## src/rtl/ped_request_arbiter.sv

```systemverilog
// rtl/ped_request_arbiter.sv - two-direction walk request arbiter with lockout; PED_DEFER_EN holds presses made during lockout
module ped_request_arbiter #(
    parameter int LOCKOUT_SEC = 10,
    parameter int WAIT_W      = 8
) (
    input  logic              clk_50_mhz,
    input  logic              reset,
    input  logic              tick_1_hz,
    input  logic              nrth_btn,
    input  logic              west_btn,
    input  logic              nrth_ack,
    input  logic              west_ack,
    output logic              nrth_req,
    output logic              west_req,
    output logic [WAIT_W-1:0] nrth_wait_sec,
    output logic [WAIT_W-1:0] west_wait_sec,
    output logic              first_west
);

    typedef enum logic [1:0] {
        S_IDLE    = 2'd0,
        S_PENDING = 2'd1,
        S_LOCKOUT = 2'd2
    } state_t;

    localparam int LOCK_W = (LOCKOUT_SEC > 1) ? $clog2(LOCKOUT_SEC + 1) : 1;
    localparam logic [WAIT_W-1:0] WAIT_ONE = WAIT_W'(1);
    localparam logic [LOCK_W-1:0] LOCK_ONE = LOCK_W'(1);
    localparam logic [LOCK_W-1:0] LOCK_INIT = LOCK_W'(LOCKOUT_SEC);

    // index 0 = north, index 1 = west
    logic [1:0]        btn;
    logic [1:0]        ack;
    logic [1:0]        prev_btn;
    logic              armed;
    logic [1:0]        btn_rise;
    logic [1:0]        enter;
    logic [1:0]        pend_q;
    logic [1:0]        pend_d;
    logic [WAIT_W-1:0] wait_all [2];
    logic              fw_d;

    assign btn = {west_btn, nrth_btn};
    assign ack = {west_ack, nrth_ack};

    // Edge registers; armed stays low for the first cycle after reset so a held button cannot fake an edge
    always_ff @(posedge clk_50_mhz or posedge reset) begin
        if (reset) begin
            prev_btn <= 2'b00;
            armed    <= 1'b0;
        end else begin
            prev_btn <= btn;
            armed    <= 1'b1;
        end
    end

    assign btn_rise = btn & ~prev_btn & {2{armed}};

    for (genvar d = 0; d < 2; d++) begin : g_dir
        state_t            state_q;
        state_t            state_d;
        logic [WAIT_W-1:0] wait_q;
        logic [WAIT_W-1:0] wait_d;
        logic [LOCK_W-1:0] lock_q;
        logic [LOCK_W-1:0] lock_d;
        logic              enter_l;
`ifdef PED_DEFER_EN
        logic              defer_q;
        logic              defer_d;
`endif

        // Next-state, counter and deferred-press logic for one direction
        always_comb begin
            state_d = state_q;
            wait_d  = wait_q;
            lock_d  = lock_q;
            enter_l = 1'b0;
`ifdef PED_DEFER_EN
            defer_d = defer_q;
`endif
            case (state_q)
                S_IDLE: begin
                    if (btn_rise[d]) begin
                        state_d = S_PENDING;
                        wait_d  = '0;
                        enter_l = 1'b1;
                    end
                end
                S_PENDING: begin
                    // ack outranks a coincident tick
                    if (ack[d]) begin
                        state_d = S_LOCKOUT;
                        lock_d  = LOCK_INIT;
                        wait_d  = '0;
                    end else if (tick_1_hz && (wait_q != '1)) begin
                        wait_d = wait_q + WAIT_ONE;
                    end
                end
                S_LOCKOUT: begin
                    if (lock_q == '0) begin
`ifdef PED_DEFER_EN
                        defer_d = 1'b0;
                        if (defer_q || btn_rise[d]) begin
                            state_d = S_PENDING;
                            wait_d  = '0;
                            enter_l = 1'b1;
                        end else begin
                            state_d = S_IDLE;
                        end
`else
                        state_d = S_IDLE;
`endif
                    end else begin
                        if (tick_1_hz) begin
                            lock_d = lock_q - LOCK_ONE;
                        end
`ifdef PED_DEFER_EN
                        if (btn_rise[d]) begin
                            defer_d = 1'b1;
                        end
`endif
                    end
                end
                default: begin
                    state_d = S_IDLE;
                end
            endcase
        end

        // State and counter registers for one direction
        always_ff @(posedge clk_50_mhz or posedge reset) begin
            if (reset) begin
                state_q <= S_IDLE;
                wait_q  <= '0;
                lock_q  <= '0;
`ifdef PED_DEFER_EN
                defer_q <= 1'b0;
`endif
            end else begin
                state_q <= state_d;
                wait_q  <= wait_d;
                lock_q  <= lock_d;
`ifdef PED_DEFER_EN
                defer_q <= defer_d;
`endif
            end
        end

        assign enter[d]    = enter_l;
        assign pend_q[d]   = (state_q == S_PENDING);
        assign pend_d[d]   = (state_d == S_PENDING);
        assign wait_all[d] = wait_q;
    end

    // Arrival order: only the later of two pending requests decides it; north wins a same-cycle tie
    always_comb begin
        fw_d = first_west;
        if (pend_d != 2'b11) begin
            fw_d = 1'b0;
        end else if (enter == 2'b11) begin
            fw_d = 1'b0;
        end else if (enter[0]) begin
            fw_d = 1'b1;
        end else if (enter[1]) begin
            fw_d = 1'b0;
        end
    end

    // Registered arrival-order flag
    always_ff @(posedge clk_50_mhz or posedge reset) begin
        if (reset) begin
            first_west <= 1'b0;
        end else begin
            first_west <= fw_d;
        end
    end

    assign nrth_req      = pend_q[0];
    assign west_req      = pend_q[1];
    assign nrth_wait_sec = wait_all[0];
    assign west_wait_sec = wait_all[1];

endmodule

```

## config.mk

```make
export PLATFORM = sky130hd
export DESIGN_NAME = ped_request_arbiter
export DESIGN_NICKNAME = d
export VERILOG_FILES = /design/src/rtl/ped_request_arbiter.sv
export SDC_FILE = /design/constraint.sdc
export NUM_CORES = 1
export LEC_CHECK = 0
export CAP_MARGIN = 5
export CORE_MARGIN = 2
export CORE_UTILIZATION = 45
export DETAILED_ROUTE_END_ITERATION = 8
export DONT_BUFFER_PORTS = 1
export GPL_ROUTABILITY_DRIVEN = 0
export GPL_TIMING_DRIVEN = 0
export PLACE_DENSITY = 0.64
export RECOVER_POWER = 100
export SYNTH_ARGS = -nofsm -noshare
export SYNTH_HDL_FRONTEND = slang
export SYNTH_SLANG_ARGS = --single-unit
```

## constraint.sdc

```tcl
create_clock -name clk_50_mhz -period 1.7 [get_ports clk_50_mhz]
set_input_delay 0.34 -clock clk_50_mhz [delete_from_list [all_inputs] [get_ports clk_50_mhz]]
set_output_delay 0.34 -clock clk_50_mhz [all_outputs]
set_load 0.01 [all_outputs]
```

==> results.toml, run 1 <==
[critical_path]
crit_chain = "inv_2, ha_4, nor3b_4, or4_1, buf_6, o211ai_2, o31a_1"
crit_path_start_kind = "flop"
critPathCaptureType = "flop"
reg2reg_depth = 7
cp.required_ns = 1.92
crit_type = "reg2reg"
cp_slowest_cell = "or4_1"
cp_max_fo = 6
critical-path-max-stage-delay_ns = 0.41
cp.arrival_ns = 1.89

[floorplanning]
rows = 22
die_y_um = 65.4
die_w_um = 65.4
ios = 26
fp.coreArea_sq_um = 3630
initial_core_util_pct = 46.8
dieArea_sq_um = 4280

[cells_and_area]
diodes = 0
final_nets = 205
stdcell_count = 241
drive_gt1_share_pct = 16.6
layout_commonest_cell = "dfrtp_1"
final_cell_mix = "dfrtp_1, nand2_1, inv_1, a21oi_1"
fin_util_pct = 54.1
syn_to_final_growth_pct = 15.8

[synth]
synth_edf_count = 0
postSynthAreaPerCell_sq_um = 9.44
post_synth_inst_count = 180
syn_area_sq_um = 1700
ys_seq_elements = 32
synth_nets = 192
synth_flop_cell = "dfrtp_1"
yosysSeqAreaShare_pct = 47.1
async_flop_share_pct = 100
ys_warn_count = 0
ys_types = 45

[min_path]
hold-path-cell-count = 0
hp-class = "in2reg"

[clock_network]
path_clk_slew_ns = 0.06
htreeDepth = 2
tritoncts.num_buffers = 5
clock_latency_ns = 0.28
cts_tree = "done"
cts-root-buf = "clkbuf_8"
clock_sinks = 32
clk_path_buf_depth = 2

[global_routing]
grtUsageTotal_pct = 19.0
grt_max_degree = 33
grt_pass1_vias = 1373
grt_pass1_wl_um = 6130
grt-ovfl-total = 0
antenna_found_initial = 0

[timing]
finalHoldViolCount = 0
drv_slew = 0
rsz0062_at_grt = "true"
fmax_ghz = 0.598
finalCritPeriodShare_pct = 98.3
whs_ns = 0.0834
fin_worst_skew_ns = 0.00458
min_period_ns = 1.67
tightestPinTransition_ns = 0.617
max_slew_margin_pct = 58.6
setup_viol_count_final = 0

[power]
p_per_area_nw_per_um2 = 1200
power.total_mw = 2.36
ir_drop_uv = 698
p_leak_nw = 0.803

[place]
port_buffers = 0
hpwl_um = 2590
place_inst = 228

[job]
max-cap-violations = 0

[route]
ant_nets = 0
wire_per_inst_um = 15.1
vias = 1420
drt_wl_total_um = 3630
drc = 0
drt_iter0_drc = 70
vias_per_cell = 5.89
firstDrtPassIters = 4

[status]
status = "completed"
final cells by class:
class                      count  area [sq um]
sequential                    32           803
inverter                      13          48.8
fill                         346          1670
multi-input combinational    133           898
tap                           48          60.1
buffer                         2          15.0
timing repair buffer           6          45.0
clock buffer                   7          96.3
critical path, delay by kind of cell, from the launching register on:
kind / cells / cell delay (ns)
and+or+nand+nor: 2 / 0.55
buffers and inverters: 2 / 0.22
DFF: 1 / 0.39
adders and majority gates: 1 / 0.15
AOI/OAI and AO/OA: 2 / 0.30
power by group:
part | internal, mW | total (mW) | switching (mW)
sequential | 0.916 | 1.13 | 0.217
clock | 0.360 | 0.621 | 0.261
combinational | 0.284 | 0.610 | 0.327
total | 1.56 | 2.36 | 0.805
metrics by stage:
step	setup slack, ns	cell area [sq um]	setup TNS [ns]
floorplan	0.0557	1700	0
global placement	-0.0498	1760	-0.0772
detailed placement	-0.0453	1760	-0.0831
CTS	-0.0303	1910	-0.0303
global route	-0.0160	1970	-0.0311
finish	0.0287	1970	0
flip-flops by register name, summed over array words and instances, names as in the netlist:
register       flops
prev_btn           2
west_wait_sec      8
first_west         1
g_dir.lock_q       8
armed              1
g_dir.state_q      4
nrth_wait_sec      8
path summary, 6_finish.rpt:
check	start	endpoint	slack, ns
setup / recovery	g_dir[0].lock_q[0]$_DFFE_PP0P_	g_dir[0].lock_q[3]$_DFFE_PP0P_	0.03
min in group asynchronous	reset	g_dir[1].lock_q[3]$_DFFE_PP0P_	0.48
setup reg to reg	g_dir[0].lock_q[0]$_DFFE_PP0P_	g_dir[0].lock_q[3]$_DFFE_PP0P_	0.03
hold / removal	nrth_btn	prev_btn[0]$_DFF_PP0_	0.08
max in group asynchronous	reset	nrth_wait_sec[0]$_DFFE_PP0P_	0.34
hold reg to reg	g_dir[1].lock_q[0]$_DFFE_PP0P_	g_dir[1].lock_q[0]$_DFFE_PP0P_	0.51
routing by layer:
layer	global-route usage, %	up-vias	part of all wire, %
met4	6.77	0	1.5
met5	0	-	0
li1	-	699	-
met2	31.6	24	49
met3	7.36	7	4.9
met1	22.4	690	44
cells by family (layout without fill, tap and decap cells):
logic type      count (synthesis)  after routing  synth area share (%)
simple gates                   72             72                  23.3
compound gates                 50             50                  19.4
flops                          32             32                  47.1
buf+inv                        15             28                  3.39
fa+ha+maj                       5              5                  3.68
mux                             4              4                  2.43
other cells                     1              1                 0.221
xor+xnor                        1              1                 0.516
cell usage after synthesis, types with 2 or more instances:
cell / count / share of area [%]
and4_1: 2 / 1.0
o31a_1: 2 / 1.0
nand4_1: 4 / 1.5
dfrtp_1: 32 / 47
a21oi_1: 14 / 4.1
o21ai_1: 3 / 0.88
nor2_1: 8 / 1.8
nand3b_1: 2 / 0.88
a32o_1: 2 / 1.2
nand2_1: 18 / 4.0
nor3_1: 7 / 2.1
o21a_1: 2 / 0.88
nand3_1: 9 / 2.7
nor3b_1: 4 / 1.8
nand2b_1: 3 / 1.1
o31ai_1: 2 / 0.88
a31oi_1: 5 / 1.8
nor4_1: 2 / 0.74
o211ai_1: 2 / 0.88
nor2b_1: 2 / 0.74
or3_1: 2 / 0.74
mux2i_1: 3 / 1.8
ha_1: 5 / 3.7
o21ai_0: 8 / 2.4
a31o_2: 2 / 1.0
a22o_1: 2 / 1.0
or4_1: 3 / 1.3
inv_1: 13 / 2.9
what timing repair did:
item                                    CTS  global route
endpoints found under the hold margin     0            10
buffers inserted                          3             1
hold buffers                              0             1
endpoints found under the setup margin    6            11
pin swaps                                 4             2
resized for setup                         9            11
Note: power is estimated with default switching activity, not from simulation.
==> run 2, diff against run 1 <==
--- a/config.mk
+++ b/config.mk
@@ -6,7 +6,6 @@
 export NUM_CORES = 1
 export LEC_CHECK = 0
 export CAP_MARGIN = 5
-export CORE_MARGIN = 2
 export CORE_UTILIZATION = 45
 export DETAILED_ROUTE_END_ITERATION = 8
 export DONT_BUFFER_PORTS = 1
==> results.toml, run 2 (same netlist as run 1, synthesis figures left out) <==
[status]
status = "finished, violations left"
failed_checks = "negative setup slack"

[cells_and_area]
final_nets = 203
diodes = 0
layout_commonest_cell = "dfrtp_1"
final_cell_mix = "dfrtp_1, nand2_1, a21oi_1, inv_1"
drive_gt1_share_pct = 15.2
fin_util_pct = 55.7
syn_to_final_growth_pct = 13.8

[critical_path]
cp.required_ns = 1.87
crit_type = "reg2reg"
r2r-start = "g_dir[0].lock_q[0]$_DFFE_PP0P_"
cp.arrival_ns = 1.89
critPathCaptureType = "flop"
worstSetupStartpoint = "g_dir[0].lock_q[0]$_DFFE_PP0P_"
cp_max_fo = 6
crit_path_start_kind = "flop"

[route]
vias_per_cell = 6.00
drc = 0
drt_iter0_drc = 125
vias = 1423
wire_per_inst_um = 15.0
drt_wl_total_um = 3570
firstDrtPassIters = 4
ant_nets = 0

[floorplanning]
rows = 21
initial_core_util_pct = 49.0
ios = 26
fp.coreArea_sq_um = 3470
dieArea_sq_um = 4030
die_y_um = 63.4
die_w_um = 63.4

[timing]
max_slew_margin_pct = 57.7
fmax_ghz = 0.582
drv_slew = 0
rsz0062_at_grt = "true"
finalCritPeriodShare_pct = 101
min_period_ns = 1.72
fin_worst_skew_ns = 0.00678
tightestPinTransition_ns = 0.634
setup_viol_count_final = 1
timing.final.ws_setup_ns = -0.0171
finalHoldViolCount = 0

[global_routing]
grt_max_degree = 33
grt_pass1_wl_um = 6110
grt_pass1_vias = 1354
grtUsageTotal_pct = 19.8
grt-ovfl-total = 0
antenna_found_initial = 0

[place]
hpwl_um = 2530
port_buffers = 0
pre_cts_ws_ns = -0.0732

[clock_network]
clock_latency_ns = 0.28
clock_sinks = 32
htreeDepth = 2
cts_tree = "done"
cts-root-buf = "clkbuf_8"
tritoncts.num_buffers = 5
path_clk_slew_ns = 0.07
clk_path_buf_depth = 2

[min_path]
hp-class = "in2reg"
holdCritStartpoint = "west_btn"

[job]
max-cap-violations = 0

[power]
ir_drop_uv = 707
p_leak_nw = 0.788
p_per_area_nw_per_um2 = 1210
[run 2: worst paths after layout]
path                       slack [ns]  cells after the start                              to
max                             -0.02                      6  g_dir[0].lock_q[3]$_DFFE_PP0P_
min                              0.08                      0           prev_btn[1]$_DFF_PP0_
max reg2reg                     -0.02                      6  g_dir[0].lock_q[3]$_DFFE_PP0P_
min reg2reg                      0.51                      1  g_dir[1].lock_q[0]$_DFFE_PP0P_
max in group asynchronous        0.43                      3   g_dir[0].state_q[0]$_DFF_PP0_
min in group asynchronous        0.39                      2    nrth_wait_sec[7]$_DFFE_PP0P_
[run 2: final cells by class]
class,count,area [sq um]
Multi-Input combinational cell,133,882
Sequential cell,32,803
Buffer,2,15.0
Timing Repair Buffer,4,30.0
Inverter,13,48.8
Fill cell,332,1540
Clock buffer,7,96.3
Tap cell,46,57.6
[run 2: timing repair]
item                                    4_1_cts  5_1_grt
hold endpoints to repair                      0        6
setup buffers                                 1        1
endpoints found under the setup margin        5       12
pin swaps                                     0        4
hold buffers                                  0        1
cloned                                        0        0
gates resized for setup                       2       19
[run 2: routing by layer]
layer	GRT usage, %	share of wire [%]	up-vias
li1	-	-	692
met1	24.1	45	681
met2	30.6	47	46
met3	9.06	7.4	4
met4	6.82	0.81	0
met5	0	0	-
[run 2: through the flow]
| step | TNS, ns | hold WS (ns) | instances | area [sq um] | power, mW |
|---|---|---|---|---|---|
| 2_1_floorplan | 0 | 0.371 | 180 | 1700 | 1.50 |
| 3_3_place_gp | -0.0690 | 0.372 | 226 | 1760 | 1.60 |
| 3_5_place_dp | -0.255 | 0.372 | 226 | 1760 | 1.63 |
| 4_1_cts | -0.0589 | 0.0700 | 234 | 1870 | 2.29 |
| 5_1_grt | -0.276 | 0.0656 | 237 | 1930 | 2.50 |
| 6_report | -0.0171 | 0.0844 | 237 | 1930 | 2.34 |
[run 2: where the power goes]
group	leakage (nW)	internal [mW]	total, mW	switching (mW)
Sequential	0.410	0.914	1.13	0.214
Clock	0.0503	0.360	0.629	0.269
Combinational	0.328	0.270	0.586	0.316
Total	0.788	1.54	2.34	0.799
[run 2: worst max-delay path, cell delays in order, from the launching register on]
cell and delay, ns:
dfrtp_1 0.37, inv_2 0.05, ha_2 0.17, nor3b_4 0.15
or4_4 0.48, buf_6 0.14, o31a_1 0.24
